[src/rtl/opti_iir_top.sv]
// Streaming fixed-point IIR filter: a cascade of NUM_SOS direct-form-I biquads.
// Each section uses three pipeline stages (shift taps, feed-forward sum,
// feedback and saturation). The top block tracks the frame index, completion
// and output settling.
module opti_iir_top #(
  parameter int NUM_SOS     = 2,
  parameter int DATA_W      = 24,
  parameter int COEF_W      = 24,
  parameter int COEF_FRAC   = 22,
  parameter int NUM_SAMPLES = 2048,
  parameter int ADDR_W      = 11,
  parameter int STABLE_TOL  = 16,
  parameter int STABLE_CNT  = 16,
  parameter logic [NUM_SOS*5*COEF_W-1:0] SOS_COEFS =
    {NUM_SOS{{(4*COEF_W){1'b0}}, {(COEF_W-COEF_FRAC-1){1'b0}}, 1'b1, {COEF_FRAC{1'b0}}}}
) (
  input  logic              clk,
  input  logic              rst_n,
  input  logic              start,
  input  logic [DATA_W-1:0] data_in,
  input  logic              data_in_valid,
  output logic              filter_done,
  output logic [ADDR_W-1:0] addr,
  output logic [DATA_W-1:0] data_out,
  output logic              data_out_valid,
  output logic              stable_out
);

  localparam int PROD_W = DATA_W + COEF_W;
  localparam int ACC_W  = PROD_W + 2;
  localparam int CNT_W  = $clog2(STABLE_CNT + 1);
  localparam logic [ADDR_W-1:0] LAST_ADDR = ADDR_W'(NUM_SAMPLES - 1);
  localparam logic [CNT_W-1:0]  CNT_MAX   = CNT_W'(STABLE_CNT);
  localparam logic [DATA_W:0]   TOL_V     = (DATA_W+1)'(STABLE_TOL);
  localparam logic [DATA_W-1:0] SAT_MAX   = {1'b0, {(DATA_W-1){1'b1}}};
  localparam logic [DATA_W-1:0] SAT_MIN   = {1'b1, {(DATA_W-1){1'b0}}};

  logic [DATA_W-1:0] chain_data [NUM_SOS+1];
  logic              chain_vld  [NUM_SOS+1];

  logic                armed_q, done_q, stable_q;
  logic [ADDR_W-1:0]   addr_q;
  logic [CNT_W-1:0]    cnt_q, cnt_d;
  logic [DATA_W-1:0]   prev_q;
  logic                out_fire, last_out, done_set, sec_clr, settled;
  logic signed [DATA_W:0] diff;
  logic [DATA_W:0]     absd;

  assign chain_data[0] = data_in;
  assign chain_vld[0]  = data_in_valid & armed_q & ~start;

  assign out_fire = chain_vld[NUM_SOS];
  assign last_out = (addr_q == LAST_ADDR);
  assign done_set = out_fire & last_out & ~start;
  // Finishing a frame flushes the pipelines so in-flight samples never surface.
  assign sec_clr  = start | done_set;

  for (genvar k = 0; k < NUM_SOS; k++) begin : g_sos
    localparam int BASE = k * 5 * COEF_W;
    localparam logic signed [COEF_W-1:0] B0 = SOS_COEFS[BASE            +: COEF_W];
    localparam logic signed [COEF_W-1:0] B1 = SOS_COEFS[BASE +   COEF_W +: COEF_W];
    localparam logic signed [COEF_W-1:0] B2 = SOS_COEFS[BASE + 2*COEF_W +: COEF_W];
    localparam logic signed [COEF_W-1:0] A1 = SOS_COEFS[BASE + 3*COEF_W +: COEF_W];
    localparam logic signed [COEF_W-1:0] A2 = SOS_COEFS[BASE + 4*COEF_W +: COEF_W];

    logic signed [DATA_W-1:0] x_q [3];
    logic signed [DATA_W-1:0] y_q [2];
    logic signed [DATA_W-1:0] out_q, y_d;
    logic [2:0]               vld_q;
    logic signed [PROD_W-1:0] p_b0, p_b1, p_b2, p_a1, p_a2;
    logic signed [ACC_W-1:0]  ff_q, ff_d, acc_sum, acc_sh;

    // Feed-forward products, feedback subtraction and saturating rescale.
    always_comb begin
      p_b0    = B0 * x_q[0];
      p_b1    = B1 * x_q[1];
      p_b2    = B2 * x_q[2];
      p_a1    = A1 * y_q[0];
      p_a2    = A2 * y_q[1];
      ff_d    = ACC_W'(p_b0) + ACC_W'(p_b1) + ACC_W'(p_b2);
      acc_sum = ff_q - ACC_W'(p_a1) - ACC_W'(p_a2);
      acc_sh  = acc_sum >>> COEF_FRAC;
      if ((&acc_sh[ACC_W-1:DATA_W-1]) || !(|acc_sh[ACC_W-1:DATA_W-1]))
        y_d = acc_sh[DATA_W-1:0];
      else
        y_d = acc_sh[ACC_W-1] ? SAT_MIN : SAT_MAX;
    end

    // Three-stage section pipeline; feedback taps update in the last stage.
    always_ff @(posedge clk or negedge rst_n) begin
      if (!rst_n) begin
        x_q   <= '{default: '0};
        y_q   <= '{default: '0};
        vld_q <= '0;
        ff_q  <= '0;
        out_q <= '0;
      end else if (sec_clr) begin
        x_q   <= '{default: '0};
        y_q   <= '{default: '0};
        vld_q <= '0;
      end else begin
        vld_q <= {vld_q[1:0], chain_vld[k]};
        if (chain_vld[k]) begin
          x_q[2] <= x_q[1];
          x_q[1] <= x_q[0];
          x_q[0] <= chain_data[k];
        end
        if (vld_q[0]) ff_q <= ff_d;
        if (vld_q[1]) begin
          y_q[1] <= y_q[0];
          y_q[0] <= y_d;
          out_q  <= y_d;
        end
      end
    end

    assign chain_data[k+1] = out_q;
    assign chain_vld[k+1]  = vld_q[2];
  end

  // Settling measure: step between consecutive outputs of the frame.
  always_comb begin
    diff    = $signed({chain_data[NUM_SOS][DATA_W-1], chain_data[NUM_SOS]})
            - $signed({prev_q[DATA_W-1], prev_q});
    absd    = diff[DATA_W] ? DATA_W'(0) - diff : diff;
    settled = (absd <= TOL_V);
    cnt_d   = cnt_q;
    if (addr_q == '0 || !settled)
      cnt_d = '0;
    else if (cnt_q != CNT_MAX)
      cnt_d = cnt_q + CNT_W'(1);
  end

  // Frame control: arming, output index, completion and settled flag.
  always_ff @(posedge clk or negedge rst_n) begin
    if (!rst_n) begin
      armed_q  <= 1'b0;
      done_q   <= 1'b0;
      addr_q   <= '0;
      cnt_q    <= '0;
      stable_q <= 1'b0;
      prev_q   <= '0;
    end else if (start) begin
      armed_q  <= 1'b1;
      done_q   <= 1'b0;
      addr_q   <= '0;
      cnt_q    <= '0;
      stable_q <= 1'b0;
    end else if (out_fire) begin
      prev_q   <= chain_data[NUM_SOS];
      cnt_q    <= cnt_d;
      stable_q <= (cnt_d >= CNT_MAX);
      if (last_out) begin
        done_q  <= 1'b1;
        armed_q <= 1'b0;
      end else begin
        addr_q <= addr_q + ADDR_W'(1);
      end
    end
  end

  assign filter_done    = done_q;
  assign addr           = addr_q;
  assign data_out       = chain_data[NUM_SOS];
  assign data_out_valid = out_fire;
  assign stable_out     = stable_q;

endmodule

[config.mk]
export PLATFORM = sky130hd
export DESIGN_NAME = opti_iir_top
export DESIGN_NICKNAME = d
export VERILOG_FILES = /design/src/rtl/opti_iir_top.sv
export SDC_FILE = /design/constraint.sdc
export NUM_CORES = 1
export LEC_CHECK = 0
export ABC_AREA = 1
export ABC_CLOCK_PERIOD_IN_PS = 5520
export CORE_UTILIZATION = 64
export DETAILED_ROUTE_END_ITERATION = 10
export PLACE_DENSITY = 0.95
export SYNTH_ARGS = -nofsm -noshare
export SYNTH_HDL_FRONTEND = slang
export SYNTH_SLANG_ARGS = --single-unit
[constraint.sdc]
create_clock -name clk -period 5.52 [get_ports clk]
set_input_delay 1.656 -clock clk [delete_from_list [all_inputs] [get_ports clk]]
set_output_delay 1.656 -clock clk [all_outputs]
set_load 0.01 [all_outputs]
# Word-level counts from Yosys, hierarchy flattened

Index checks and enable logic that the tools add are counted.

Eq/ne operators: 3
Order comparisons: 2
Bitwise gates (word level): 7
Reductions and logical operators: 22
Muxes and demuxes: 26
Add/sub/neg operators: 4

Operators by type and width:

| cell                                                 | number |
|---|---|
| 2-to-1 mux 72 bit                                    | 4 |
| 2-to-1 mux 24 bit                                    | 4 |
| 2-to-1 mux 11 bit                                    | 3 |
| <= comparator 25 x 5 -> 1 bit, second input constant | 1 |
| 2-to-1 mux 25 bit                                    | 1 |
| subtractor 1 x 25 -> 25 bit, first input constant    | 1 |
| subtractor 24 x 24 -> 25 bit                         | 1 |
| 2-to-1 mux 5 bit                                     | 4 |
| AND reduction 2 bit                                  | 7 |
| adder 11 x 1 -> 11 bit, second input constant        | 1 |
| equality test 11 bit, second input constant          | 1 |
| zero test 11 bit                                     | 1 |
| AND reduction 5 bit                                  | 2 |
| OR reduction 5 bit                                   | 2 |
| 2-to-1 mux 1 bit                                     | 8 |
| nonzero test 2 bit                                   | 4 |
| 2-to-1 mux 3 bit                                     | 2 |
| adder 5 x 1 -> 5 bit, second input constant          | 1 |
| >= comparator 5 bit, second input constant           | 1 |
| inequality test 5 bit, second input constant         | 1 |
| AND 1 bit                                            | 4 |
| zero test 1 bit                                      | 3 |
| logical OR 1 bit                                     | 3 |
| inequality test 2 bit, second input constant         | 1 |
| other kinds (2)                                      | 3 |

Output and inout bits: 38
Flip-flop bits (word level): 241
Bits of input ports: 28
Logic and storage cells: 80

# Logic depth before layout (Yosys ltp)

Gate-level depths: netlist (run 1).

Depth after elaboration: 10
Depth in mapped cells: 24
Gate-level depth less buffers: 23

# Worst setup path before layout (run 1)

Ideal clock, no wire load.

Kind: input to register
Start point: input start
End point: register g_sos[1].out_q[0] (netlist: data_out[0])
Library setup time: 0.132 ns
Setup slack: 2.677 ns
Path buffers: 2
Data arrival time: 2.711 ns
Required time: 5.388 ns
Stages: 8
Path through: inv_1 -> nand2_1 -> inv_1 -> nand2_1 -> inv_1 -> clkbuf_1 -> clkbuf_1 -> o21ai_0

Word-level cells in the longest chain between the ends: 5

RTL lines:

| what                            | line | text |
|---|---|---|
| from (decl)                     | 19   | `input logic start,` |
| inverter 1 bit (no line)        | --   |  |
| AND 1 bit                       | 54   | `assign done_set = out_fire & last_out & ~start;` |
| bitwise OR 1 bit *              | 56   | `assign sec_clr = start \| done_set;` |
| inverter 1 bit (no line) *      | --   |  |
| AND reduction 2 bit (no line) * | --   |  |
| to (signal assigned)            | 112  | `out_q <= y_d;` |
| to (decl)                       | 68   | `logic signed [DATA_W-1:0] out_q, y_d;` |

Every way passes the cells marked *; elsewhere a longest branch is shown, timed or not.
A chain may end at the register's enable or synchronous reset.

# Final worst setup path (run 1)

Start point: input start
End point: register g_sos[1].out_q[1] (netlist: data_out[1])

The elaborated chain is that of the path after synthesis.

==> implementation parameters, run 1 <==
Parameter                              Value

Synth
  Dominant combinational cell family by area after synthesis    simple AND/OR/NAND/NOR gates
  Fraction of synthesized area in multiplexers    0
  Net count of the mapped netlist    1,400
  Number of distinct standard cells referenced by the synthesized netlist    35
  Fraction of synthesized cell area in xor and xnor cells    0.007819
  Flip-flop and latch count after synthesis    approximately 190
  Post-synth top area share    0.4766
  Most common library cells after synthesis    443 x nand2_1, 204 x inv_1, 192 x dfrtp_1, 146 x o21ai_0, 68 x nor2_1
  Post-synthesis sequential area ratio    0.4766
  Fraction of the mapped netlist area in compound gates    0.1087
  Synth top area cells    dfrtp_1 48%, nand2_1 16%, inv_1 7.6%
  Most frequent cell after synthesis    nand2_1
  Cell taking the most area after synthesis    dfrtp_1
  Top flip-flop cell by instance count after synthesis    dfrtp_1
  Synth Area in Adders    0.03674
  Yosys synthesis warning count    0
  FFs w/ async S/R, synth    1.000
  Simple logic cell fraction of the synthesized area    0.2747
  Count of mapped cells out of synthesis    around 1,300
  Cell Area, Synth    a little over 10,000 um^2
  Average size of a mapped cell    ~7.5 um^2
  Count of flip-flops with a built-in enable after synthesis    0

Placement
  IO Port Bufs    between 60 and 70
  Detailed-placement wirelength estimate    between 15,000 and 20,000 um
  Global placer's final weighted congestion    between 0.9 and 1

Critical path
  Cell-by-cell listing of the critical path    clkdlybuf4s50_1 -> inv_1 -> nand2_1 -> inv_1 -> nand2_1 -> inv_1 -> o21ai_0
  Highest net fanout along the worst path    38
  Origin of the critical flop-to-flop path    data_out[0]
  R2R Setup Slk    about 2.2 ns
  Setup crit end    data_out[1]
  Worst flop-to-flop path endpoint    cnt_q[1]
  Count of cells along the worst register-to-register path    20
  Crit. End Element    register
  Slowest stage cell, crit path    inv_1
  Crit. Startpoint    start
  Nature of the critical path startpoint    input port
  Cell seen most often among critical-path stages    inv_1
  Largest stage delay on the critical path    about 0.76 ns
  Kind of critical path    in -> reg
  Required @ worst endpoint    between 5 and 6 ns
  Worst EP arrival    ~4.2 ns

STA
  Post-layout min period    ~3.9 ns
  Final critical-path share of the clock period    0.7123
  Setup repair after global routing missed its margin    false
  Hold Violations, Final    0
  Fin Setup TNS    0 ns
  Max_slew headroom    0.2506
  Final slew viol count    0
  FMAX    254.3 MHz
  Setup violation total in the final timing report    0
  Clock tree skew after final layout    approximately 0.012 ns
  Worst slew pin tran    about 1.1 ns

Power
  Power density cells    around 330 nW/um^2
  VDD IR-drop max    0.2298 mV
  P_leak    roughly 5.6 nW

Layout
  Share of final-layout standard cells stronger than drive strength 1    0.06037
  Total inserted antenna cells    0
  Filler instances    approximately 1,100
  Number of nets in the final layout    1,452
  Growth of design area from synthesis to finish    13.58%
  Utilization after layout    0.7476

Clocking
  Clock latency reported for the late side of the worst-skew pair    0.43 ns
  CTS Root Buffer Type    clkbuf_16
  Clock buffer depth    2
  Clock-pin transition on the worst setup and hold timing paths    0.06 ns
  Count of buffers added by post-CTS timing repair for setup    0
  TritonCTS clock tree    done
  Post-CTS sizing    0
  CTS H-tree lvls    4
  Hold buffers post-CTS    0
  Number of buffers inserted during clock tree synthesis    17
  Clk sinks    between 150 and 200

Floorplanning
  Initial core utilization    0.6583
  Die Outline Area    ~16,000 um^2
  Ports placed on the boundary    66
  Die extent in x    127.5 um
  Die extent in y    around 130 um
  Number of placement rows    between 40 and 50
  Core footprint    15,310 um^2

Route
  Via-to-Cell Ratio    between 5 and 6
  Routed WL    23,260 um
  DRT iter0 DRCs    770
  Vias after detailed routing    between 8,000 and 9,000
  Remaining antenna violation count    0
  Post-route DRC    0
  Routed len/inst    around 14 um
  Initial DRT Pass Iterations    6

Global routing
  Wire length of the first global-routing pass    38,610 um
  Number of global-route vias before repair    between 8,000 and 9,000
  Largest net degree at the start of global routing    120
  Antenna violations before repair    0
  Global router's overall resource usage    0.3024
  Total congestion overflow after global routing    0

Hold path
  Worst min path class    reg -> reg

Flow run
  Max Cap Violations    0

Outcome
  Result of the run    completed
-- cells by family after synthesis --
logic type,Yosys count
and+or+nand+nor,653
AOI/OAI and AO/OA,208
adders and majority gates,29
buffers and inverters,252
xor gates and xnor gates,9
DFF,192
-- power by group --
group / internal [mW] / switching [mW]
Clock: 0.653 / 0.531
Sequential: 1.52 / 0.0646
Combinational: 0.331 / 0.622
-- registers in the layout (all words and copies together) (netlist names) --
register / cells
g_sos.ff_q: 48
g_sos.x_q: 48
data_out: 24
g_sos.out_q: 24
prev_q: 24
addr: 11
g_sos.vld_q: 6
cnt_q: 4
armed_q: 1
filter_done: 1
stable_out: 1
-- layout make-up --
class,count,area [um^2],share of cell area
timing repair buffer,71,699.4,0.06109
tap,211,264.0,0.02306
clock inverter,10,100.1,0.008742
multi-input combinational,899,4314,0.3768
inverter,214,803.3,0.07016
clock buffer,22,464.2,0.04054
sequential,192,4805,0.4196
-- metal layers --
metal	wire, um	track usage	vias to the layer above	part of all wire
li1	-	-	4332	-
met1	9718	0.3736	4147	0.42
met2	11800	0.5301	286	0.51
met3	980	0.04439	53	0.042
met4	759	0.1317	0	0.033
met5	0	0	-	0
-- how the worst min path moves through the flow --
| stage | slack [ns] | to | from | cells past startpoint |
|---|---|---|---|---|
| 6_report | 0.48 | data_out[4] | g_sos[1].ff_q[26] | 2 |
| 5_1_grt | 0.49 | data_out[4] | g_sos[1].ff_q[26] | 2 |
| 4_1_cts | 0.48 | data_out[4] | g_sos[1].ff_q[26] | 2 |
| 3_5_place_dp | 0.46 | data_out[4] | g_sos[1].ff_q[26] | 2 |
| 3_3_place_gp | 0.45 | data_out[3] | g_sos[1].ff_q[25] | 2 |
| 2_1_floorplan | 0.44 | armed_q | armed_q | 2 |
-- stage by stage --
step,hold WS [ns],instances,total power [mW],setup WS [ns],instance area (um^2)
4_1_cts,0.4772,1619,3.720,1.642,11450
2_1_floorplan,0.4417,1343,2.284,2.677,10080
3_3_place_gp,0.4540,1587,2.496,1.475,10890
5_1_grt,0.4949,1619,3.921,1.356,11450
3_5_place_dp,0.4605,1587,2.537,1.287,10890
6_report,0.4802,1619,3.722,1.588,11450
-- cells in the final DEF, fill, tap and decap left out, drive strengths merged --
master           n
a211oi           1
a21oi           27
a41oi            1
buf              6
bufinv           1
clkbuf          23
clkdlybuf4s50   64
clkinv           5
dfrtp          192
fa               1
ha              28
inv            218
nand2          457
nand3           75
nand3b           4
nand4           21
nor2            82
nor3            11
nor4             3
o211ai           1
o21ai          150
o21bai           3
o22ai           25
xnor2            4
xor2             5
-- critical path, delay by kind of cell --
family / cells / cell delay (ns)
AO/OA/AOI/OAI: 1 / 0.26
buffers and inverters: 4 / 1.77
AND/OR/NAND/NOR: 2 / 0.48
No activity file was read; power rests on OpenSTA's default activity.
==> run 2: changes to the inputs <==
- ABC_CLOCK_PERIOD_IN_PS: 5520 -> 4000
- CORE_UTILIZATION: 64 -> 60
- PLACE_DENSITY: 0.95 -> 0.92
- clock period: 5.52 -> 4 ns (I/O delays scaled with it)
==> run 2 against run 1 <==
  * Clock skew fell by 0.0020 ns
  * Worst setup slack got worse by 0.88 ns
  * First-iteration DRC count fell by 21%
  * Critical path type is now reg -> reg
  * Critical endpoint is now cnt_q[3]
==> implementation parameters, run 2 (same netlist as run 1, synthesis figures left out) <==
Parameter                              Value

Layout
  Most common library cell in the layout ignoring fill and taps    nand2_1
  Share of final-layout standard cells stronger than drive strength 1    0.06374
  Post-layout instance count excluding filler cells    between 1,500 and 2,000
  Commonest non-fill, non-tap cells in the layout    443 x nand2_1, 204 x inv_1, 192 x dfrtp_1
  Total inserted antenna cells    0
  Final Instance Area    11,550 um^2
  Growth of design area from synthesis to finish    14.55%
  Filler instances    about 1,200
  Largest registers in the final layout    g_sos.ff_q (48), g_sos.x_q (48)
  Number of nets in the final layout    approximately 1,500

STA
  Hold Violations, Final    0
  Final critical-path share of the clock period    0.8221
  FMAX    between 300 and 400 MHz
  Final slew viol count    0
  Setup repair after global routing missed its margin    false
  Clock tree skew after final layout    between 0.009 and 0.01 ns
  Max_slew headroom    0.4679
  Post-layout min period    3.289 ns
  Setup violation total in the final timing report    0
  Worst slew pin tran    0.7982 ns
  Worst path setup slack after routing    between 0.7 and 0.8 ns
  Fin Setup TNS    0 ns
  Post-Route Hold Slack    around 0.48 ns

Floorplanning
  Core footprint    roughly 16,000 um^2
  Initial core utilization    0.6122
  Die extent in y    between 100 and 150 um
  Ports placed on the boundary    66
  Number of placement rows    47
  Die extent in x    approximately 130 um
  Die Outline Area    17,320 um^2

Critical path
  Crit. End Element    register
  Highest net fanout along the worst path    35
  Count of cells along the worst register-to-register path    21
  Worst flop-to-flop path endpoint    cnt_q[3]
  Cell-by-cell listing of the critical path    inv_1 -> ha_1 -> fa_1 -> inv_1 -> nand3_1 -> nand2_2 -> nand2_1 -> nand2_2 -> nand2_1 -> nand3_1 -> nand2_1 -> nand2_4 -> o21ai_0 -> xor2_1 -> inv_1 -> nand2_1 -> nor2_1 -> nand2_1 -> nor2_4 -> nand4_1 -> nand2_1
  Slowest stage cell, crit path    fa_1
  Kind of critical path    reg -> reg
  Setup crit end    cnt_q[3]
  Nature of the critical path startpoint    register
  Largest stage delay on the critical path    between 0.4 and 0.5 ns
  Crit. Startpoint    data_out[0]
  Origin of the critical flop-to-flop path    data_out[0]
  Required @ worst endpoint    approximately 4.4 ns
  Worst EP arrival    between 3 and 4 ns
  Cell seen most often among critical-path stages    nand2_1
  R2R Setup Slk    between 0.7 and 0.8 ns

Power
  P_leak    roughly 5.7 nW
  Combinational Power Share    0.253
  Power dissipated by switching net loads    between 1.5 and 2 mW
  VDD IR-drop max    between 0.3 and 0.4 mV
  Power density cells    455.1 nW/um^2
  Net switching fraction of the power    0.3233
  Share of power burned in the clock network    0.331
  Sequential fraction of design power    0.416
  Cell Int Power    between 3 and 4 mW

Global routing
  Wire length of the first global-routing pass    about 40,000 um
  Largest net degree at the start of global routing    slightly above 100
  Number of global-route vias before repair    between 8,000 and 9,000
  Total congestion overflow after global routing    0
  Antenna violations before repair    0
  Global router's overall resource usage    0.2905

Clocking
  Clock latency reported for the late side of the worst-skew pair    ~0.43 ns
  Post-CTS sizing    0
  Clock-pin transition on the worst setup and hold timing paths    roughly 0.07 ns
  Clock buffer depth    2
  TritonCTS clock tree    done
  Count of buffers added by post-CTS timing repair for setup    0
  CTS Root Buffer Type    clkbuf_16
  Clk sinks    192
  CTS H-tree lvls    4
  Hold buffers post-CTS    0
  Number of buffers inserted during clock tree synthesis    17

Route
  Vias after detailed routing    approximately 9,000
  Via-to-Cell Ratio    5.452
  Routed WL    23,580 um
  Initial DRT Pass Iterations    6
  Post-route DRC    0
  Routed len/inst    about 14 um
  DRT iter0 DRCs    ~600
  Remaining antenna violation count    0

Placement
  Global placer's final weighted congestion    ~0.9
  Placed Cells    around 1,600
  Placed Area    ~11,000 um^2
  IO Port Bufs    65
  Post-Place Worst Slack    approximately 0.58 ns
  Detailed-placement wirelength estimate    ~17,000 um

Hold path
  Worst min path class    reg -> reg

Flow run
  Max Cap Violations    0

Outcome
  Result of the run    completed
-- run 2: changes by cell type in the layout (fill, tap and decap cells not counted), sizes merged --
cell / previous run / this run
buf: 6 / 11
clkinv: 5 / 1
inv: 218 / 222
clkbuf: 23 / 20
bufinv: 1 / 3
-- run 2: critical path, delay by kind of cell (launching register included) --
kind                     cells  cell delay (ns)
AO/OA/AOI/OAI                1             0.21
XOR/XNOR                     1             0.18
adder cells (fa/ha/maj)      2             0.64
buffers and inverters        3             0.30
flip-flops                   1             0.35
AND/OR/NAND/NOR             14             1.53
-- run 2: routing by layer --
metal	vias up	GRT usage	wire, um
li1	4354	-	-
met1	4205	0.3541	9705
met2	269	0.5079	12050
met3	70	0.04167	985
met4	0	0.1363	837
met5	-	0	0
-- run 2: worst min-delay path by stage --
stage	from	end	slack, ns	depth (start not counted)
after floorplan	armed_q	armed_q	0.44	2
after global placement	g_sos[1].ff_q[25]	data_out[3]	0.45	2
after detailed placement	g_sos[1].ff_q[33]	data_out[11]	0.45	2
after CTS	g_sos[1].ff_q[33]	data_out[11]	0.47	2
after global routing	armed_q	armed_q	0.48	2
final	g_sos[1].ff_q[33]	data_out[11]	0.48	2
-- run 2: power by group through the flow --
stage / clock [mW] / sequential [mW] / combinational (mW)
after CTS: 1.75 / 2.18 / 1.32
after global placement: 0 / 2.20 / 1.25
after floorplan: 0 / 2.20 / 0.952
after detailed placement: 0 / 2.21 / 1.30
final: 1.74 / 2.18 / 1.33
after global routing: 1.83 / 2.20 / 1.50
-- run 2: area by class of cell --
| type | instances | area, um^2 | area share |
|---|---|---|---|
| clock buffer | 19 | 432.9 | 0.03749 |
| clock inverter | 12 | 167.7 | 0.01452 |
| inverter | 214 | 803.3 | 0.06956 |
| multi-input combinational | 899 | 4314 | 0.3736 |
| sequential | 192 | 4805 | 0.4161 |
| tap | 220 | 275.3 | 0.02384 |
| timing repair buffer | 76 | 749.5 | 0.06490 |
-- run 2: stage by stage --
step,util,total power [mW]
CTS,0.7013,5.252
floorplan,-,3.152
global placement,0.6648,3.451
global route,0.7013,5.526
detailed placement,0.6648,3.511
finish,0.7013,5.255
